**src/rtl/offset_add_stream.sv**
```systemverilog
// Streaming adder: adds a programmable offset to each sample, with wrap or saturate arithmetic.
// Results pass through a 2-entry buffer so in_ready never depends combinationally on out_ready.
module offset_add_stream #(
  parameter int unsigned WIDTH          = 4,
  parameter int unsigned DEFAULT_OFFSET = 3,
  parameter int unsigned CNT_W          = 8
) (
  input  logic             clk,
  input  logic             rst,
  input  logic             offset_ld,
  input  logic [WIDTH-1:0] offset_in,
  input  logic             sat_mode,
  input  logic             in_valid,
  output logic             in_ready,
  input  logic [WIDTH-1:0] in_data,
  output logic             out_valid,
  input  logic             out_ready,
  output logic [WIDTH-1:0] out_data,
  output logic             out_ovf,
  output logic             ovf_sticky,
  input  logic             ovf_clr,
  output logic [CNT_W-1:0] res_count
);

  logic [WIDTH-1:0] offset_q, offset_d;
  logic [1:0]       cnt_q, cnt_d;
  logic             in_ready_q, in_ready_d;
  logic             out_valid_q, out_valid_d;
  // head_* is the entry presented on the output; tail_* is the second slot
  logic [WIDTH-1:0] head_data_q, head_data_d, tail_data_q, tail_data_d;
  logic             head_ovf_q, head_ovf_d, tail_ovf_q, tail_ovf_d;
  logic             sticky_q, sticky_d;
  logic [CNT_W-1:0] res_count_q, res_count_d;

  logic [WIDTH:0]   sum;
  logic             carry;
  logic [WIDTH-1:0] result;
  logic             push, pop;

  assign sum    = {1'b0, in_data} + {1'b0, offset_q};
  assign carry  = sum[WIDTH];
  assign result = (sat_mode && carry) ? {WIDTH{1'b1}} : sum[WIDTH-1:0];
  assign push   = in_valid && in_ready_q;
  assign pop    = out_valid_q && out_ready;

  always_comb begin
    offset_d    = offset_ld ? offset_in : offset_q;
    cnt_d       = cnt_q;
    head_data_d = head_data_q;
    head_ovf_d  = head_ovf_q;
    tail_data_d = tail_data_q;
    tail_ovf_d  = tail_ovf_q;

    case (cnt_q)
      2'd0: begin
        if (push) begin
          head_data_d = result;
          head_ovf_d  = carry;
          cnt_d       = 2'd1;
        end
      end
      2'd1: begin
        if (push && pop) begin
          head_data_d = result;
          head_ovf_d  = carry;
        end else if (push) begin
          tail_data_d = result;
          tail_ovf_d  = carry;
          cnt_d       = 2'd2;
        end else if (pop) begin
          cnt_d = 2'd0;
        end
      end
      2'd2: begin
        // in_ready is low when full, so only a pop can occur here
        if (pop) begin
          head_data_d = tail_data_q;
          head_ovf_d  = tail_ovf_q;
          cnt_d       = 2'd1;
        end
      end
      default: cnt_d = 2'd0;
    endcase

    in_ready_d  = (cnt_d < 2'd2);
    out_valid_d = (cnt_d != 2'd0);

    sticky_d = sticky_q;
    if (push && carry) begin
      sticky_d = 1'b1;
    end else if (ovf_clr) begin
      sticky_d = 1'b0;
    end

    res_count_d = pop ? res_count_q + CNT_W'(1) : res_count_q;
  end

  always_ff @(posedge clk) begin
    if (rst) begin
      offset_q    <= WIDTH'(DEFAULT_OFFSET);
      cnt_q       <= 2'd0;
      in_ready_q  <= 1'b1;
      out_valid_q <= 1'b0;
      head_data_q <= '0;
      head_ovf_q  <= 1'b0;
      tail_data_q <= '0;
      tail_ovf_q  <= 1'b0;
      sticky_q    <= 1'b0;
      res_count_q <= '0;
    end else begin
      offset_q    <= offset_d;
      cnt_q       <= cnt_d;
      in_ready_q  <= in_ready_d;
      out_valid_q <= out_valid_d;
      head_data_q <= head_data_d;
      head_ovf_q  <= head_ovf_d;
      tail_data_q <= tail_data_d;
      tail_ovf_q  <= tail_ovf_d;
      sticky_q    <= sticky_d;
      res_count_q <= res_count_d;
    end
  end

  assign in_ready   = in_ready_q;
  assign out_valid  = out_valid_q;
  assign out_data   = head_data_q;
  assign out_ovf    = head_ovf_q;
  assign ovf_sticky = sticky_q;
  assign res_count  = res_count_q;

endmodule

```
**config.mk**
```make
export PLATFORM = sky130hd
export DESIGN_NAME = offset_add_stream
export DESIGN_NICKNAME = d
export VERILOG_FILES = /design/src/rtl/offset_add_stream.sv
export SDC_FILE = /design/constraint.sdc
export NUM_CORES = 1
export LEC_CHECK = 0
export BUFFER_PORTS_ARGS = -buffer_cell sky130_fd_sc_hd__buf_2
export CAP_MARGIN = 30
export CORE_MARGIN = 5
export CORE_UTILIZATION = 52
export CTS_CLUSTER_DIAMETER = 200
export DETAILED_ROUTE_END_ITERATION = 8
export GPL_ROUTABILITY_DRIVEN = 0
export PLACE_DENSITY = 0.76
export SLEW_MARGIN = 30
export SYNTH_ARGS = -nofsm -noshare
export SYNTH_HDL_FRONTEND = slang
export SYNTH_SLANG_ARGS = --single-unit
```
**constraint.sdc**
```tcl
create_clock -name clk -period 2.37 [get_ports clk]
set_input_delay 0.711 -clock clk [delete_from_list [all_inputs] [get_ports clk]]
set_output_delay 0.711 -clock clk [all_outputs]
set_load 0.01 [all_outputs]
```
# After elaboration in Yosys (flattened, before gate mapping)
# Cells that the tools add are included.
dict set report totals {
  register_bits 27
  inputBits 15
  elab_cells 47
}
dict set report op_classes {
  addsub 2
  n_lt_le_gt_ge 1
  eq_ne 5
  n_mux 17
  n_bitwise 1
  n_reduce_logical 11
}
# cell n
set ops {}
lappend ops {{2-to-1 mux 4 bit} 4}
lappend ops {{one-hot mux 4 bit (3 select lines)} 1}
lappend ops {{2-to-1 mux 2 bit} 5}
lappend ops {{adder 8 x 1 -> 8 bit (second input constant)} 1}
lappend ops {{!= test 2 bit (second input constant)} 3}
lappend ops {{one-hot mux 2 bit (3 select lines)} 1}
lappend ops {{adder 4 x 4 -> 5 bit} 1}
lappend ops {{logical AND 1 bit} 5}
lappend ops {{2-to-1 mux 1 bit} 5}
lappend ops {{AND reduction 4 bit} 1}
lappend ops {{nonzero test 2 bit} 2}
lappend ops {{one-hot mux 1 bit (3 select lines)} 1}
lappend ops {{AND reduction 3 bit} 1}
lappend ops {{nonzero test 3 bit} 1}
lappend ops {{equality test 2 x 1 -> 1 bit (second input constant)} 1}
lappend ops {{equality test 2 bit (second input constant)} 1}
lappend ops {{logical NOT 2 bit} 1}
lappend ops {{less-than comparator 2 bit (second input constant)} 1}
lappend ops {{inverter 1 bit} 1}

# Longest topological paths before layout
dict set report logic_depth {
  ltp_word 6
  mapped_depth 7
  depth_no_buf 7
}

# Worst setup path before layout
# OpenSTA, ideal clock, no wires.
dict set report synth_path {
  path_type {input to register}
  start {input in_data[0]}
  end {register head_data_q[2], in the netlist out_data[2]}
  t_arrival_ns 1.960
  path_slack_ns 0.318
  path_stages 7
  path_cell_list {ha_1 inv_1 fa_1 nor2b_1 o31a_2 nor3_1 o32ai_1}
}
dict set report synth_via {
  elab_chain_cells 5
}
# element line
set synth_rtl {}
lappend synth_rtl {{start: declaration} 15} ;# input logic [WIDTH-1:0] in_data,
lappend synth_rtl {{adder 4 x 4 -> 5 bit (*)} 40} ;# assign sum = {1'b0, in_data} + {1'b0, offset_q};
lappend synth_rtl {{logical AND 1 bit} 42} ;# assign result = (sat_mode && carry) ? {WIDTH{1'b1}} : sum[WIDTH-1:0];
lappend synth_rtl {{2-to-1 mux 4 bit (*)} 42}
lappend synth_rtl {{2-to-1 mux 4 bit, on equally long branches} {63, 56}}
lappend synth_rtl {{one-hot mux 4 bit (3 select lines) (*)} 54} ;# case (cnt_q)
lappend synth_rtl {{end signal: assignment} 115} ;# head_data_q <= head_data_d;
lappend synth_rtl {{end: declaration} 30} ;# logic [WIDTH-1:0] head_data_q, head_data_d, tail_data_q, tail_data_d;
# Every way passes the cells marked *; elsewhere a longest branch is shown, timed or not. The select of a mux whose other input is x is not followed.
# A chain may end at the register's enable or synchronous reset.

# Worst setup path after layout
dict set report layout_path {
  start {input in_data[0]}
  end {register head_data_q[3], in the netlist out_data[3]}
}
# The elaborated chain is that of the path after synthesis.

==> reports/results.ini <==
[timing]
slew_headroom_pct = 72.5
final_max_slew_viol_count = 0
finalCritPeriodShare_pct = 82.3
clock_skew_ns = 0.00963
grt_setup_unrepaired = false
setup_ws_ns = 0.420
setup_tns_ns = 0
worst_pin_slew_ns = 0.413
setup-violations-final = 0
max_freq_mhz = 513
hold_viol = 0
period_minus_slack_ns = 1.95

[detailed_routing]
vias = 1049
vias_per_cell = 5.35
drc = 0
dr.pass1.iters = 6
wl_um = 2650
drt_iter0_markers = 25
postRouteAntennaNets = 0
wl_per_cell_um = 13.5

[synthesis]
synthArstFlopShare_pct = 0
seq_area_frac_synth_pct = 41.3
synth_top_area_share_pct = 41.3
synthMostInstantiatedCell = dfxtp_1
netlist_instances = 138
syn_area_um2 = 1310
synth_warnings = 0
synth_edf_count = 0
synth_area_leaders = dfxtp_1, nor2_1, ha_1, xor2_1, mux2i_1
syn_nets = 159
yosys-top-cells-count = dfxtp_1, nor2_1, nand2_1
synth_cell_types = 41
syn_avg_cell_area_um2 = 9.47
yosysTopAreaCell = dfxtp_1
ys.flop_type = dfxtp_1
ys_ff_latch = 27

[place]
pre_cts_slack_ns = 0.0878
dpl_cell_area_um2 = 1460
hpwl_um = 2020
portBuffers = 30

[clocking]
cts_sinks = 27
post_cts_resized = 0
ctsLongestPathBuffers = 2
cts_root_buf = clkbuf_4
ctsHtreeMaxLevel = 1
cts_tree = done
postCtsSetupBuffers = 0
postCtsHoldBufs = 0
clk_pin_slew_ns = 0.15
clock_latency_ns = 0.32
cts_inserted_buffers = 3

[finish]
finalInstanceArea_um2 = 1490
drive_gt1_share_pct = 24.7
nets = 188
diodes = 0
area_growth_pct = 14.0

[floorplan]
die_w_um = 60.1
initial_core_util_pct = 53.8
io-pin-count = 31
die_area_um2 = 3620
core_um2 = 2430
die_h_um = 60.1
num_rows = 18

[critical_path]
worstPathRequired_ns = 2.60
crit_type = in2reg
arrival_ns = 2.18
crit_fanout = 8
cp-end-kind = flop
rr_worst_depth = 7
crit_path_start_kind = input pin

[global_route]
track_usage_pct = 16.0
antenna_found_initial = 0
top_usage_layer = met2
grtUsageMet2_pct = 28.2
grtUsageMet1_pct = 20.5
use_met3_pct = 2.38
grt_max_degree = 22
overflow = 0
grt_pass1_vias = 1026
grt_pass1_wl_um = 4520

[status]
run_status = finished clean

[min_path]
hp-class = reg2reg
holdPathStages = 2

[job]
maxCapViolCount = 0

[power_and_ir_drop]
ir_worst_vdd_uv = 383
powerDensity_nw_per_um2 = 632
power.leakage_nw = 0.678
total_power_mw = 0.941

## worst paths after layout
| path | startpoint | end | slack, ns |
|---|---|---|---|
| setup / recovery | in_data[0] | out_data[3] | 0.42 |
| hold / removal | ovf_sticky | ovf_sticky | 0.48 |
| setup reg to reg | offset_q[0] | out_data[3] | 0.51 |
| hold reg to reg | ovf_sticky | ovf_sticky | 0.48 |
## where the power goes
| group | total (mW) | internal [mW] | switching (mW) |
|---|---|---|---|
| logic | 0.218 | 0.101 | 0.117 |
| registers | 0.519 | 0.491 | 0.0278 |
| clock network | 0.205 | 0.0644 | 0.140 |
| total | 0.941 | 0.657 | 0.285 |
## final cells by class
cell class                 instances  area (um^2)
fill                             228          942
multi-input combinational        100          713
sequential                        27          541
timing repair buffer              30          150
tap                               30         37.5
clock buffer                       3         22.5
inverter                           5         18.8
clock inverter                     1         7.51
## registers in the layout, summed over array words and instances (netlist names)
register and count:
res_count 8, offset_q 4, out_data 4, tail_data_q 4, cnt_q 2, in_ready 1
out_ovf 1, out_valid 1, ovf_sticky 1, tail_ovf_q 1
## per-layer routing
layer	up-vias	share of wire, %
met2	24	50
li1	532	-
met5	-	0
met1	491	45
met4	0	0.68
met3	2	4.3
## through the flow
step	hold WS (ns)	utilization, %	instances
floorplan	0.446	-	138
CTS	0.491	61.3	196
finish	0.485	61.3	196
detailed placement	0.462	60.0	192
global placement	0.457	60.0	192
global route	0.528	61.3	196
## cell families after synthesis
family | after synthesis | share of synthesized area [%]
simple gates | 56 | 22.3
flops | 27 | 41.3
compound gates | 23 | 15.3
buf+inv | 11 | 4.11
xor+xnor | 9 | 6.03
mux | 6 | 4.59
fa+ha+maj | 6 | 6.32
## critical path, stage by stage
cell	delay, ns
buf_2	0.08
ha_1	0.15
inv_1	0.05
fa_1	0.39
nor2b_1	0.17
o31a_2	0.26
nor2_1	0.08
a311oi_1	0.29
## layout by cell type (no fill, tap or decap), types with 3 or more instances in the layout
master     n
a211oi_1   3
a21oi_1    4
buf_2     30
clkbuf_4   3
dfxtp_1   27
ha_1       5
inv_1      5
mux2i_1    6
nand2_1   10
nand4_1    4
nor2_1    20
nor2b_1    5
nor3_1     4
o32ai_1    4
xor2_1     7
(Power assumes the default switching activity.)
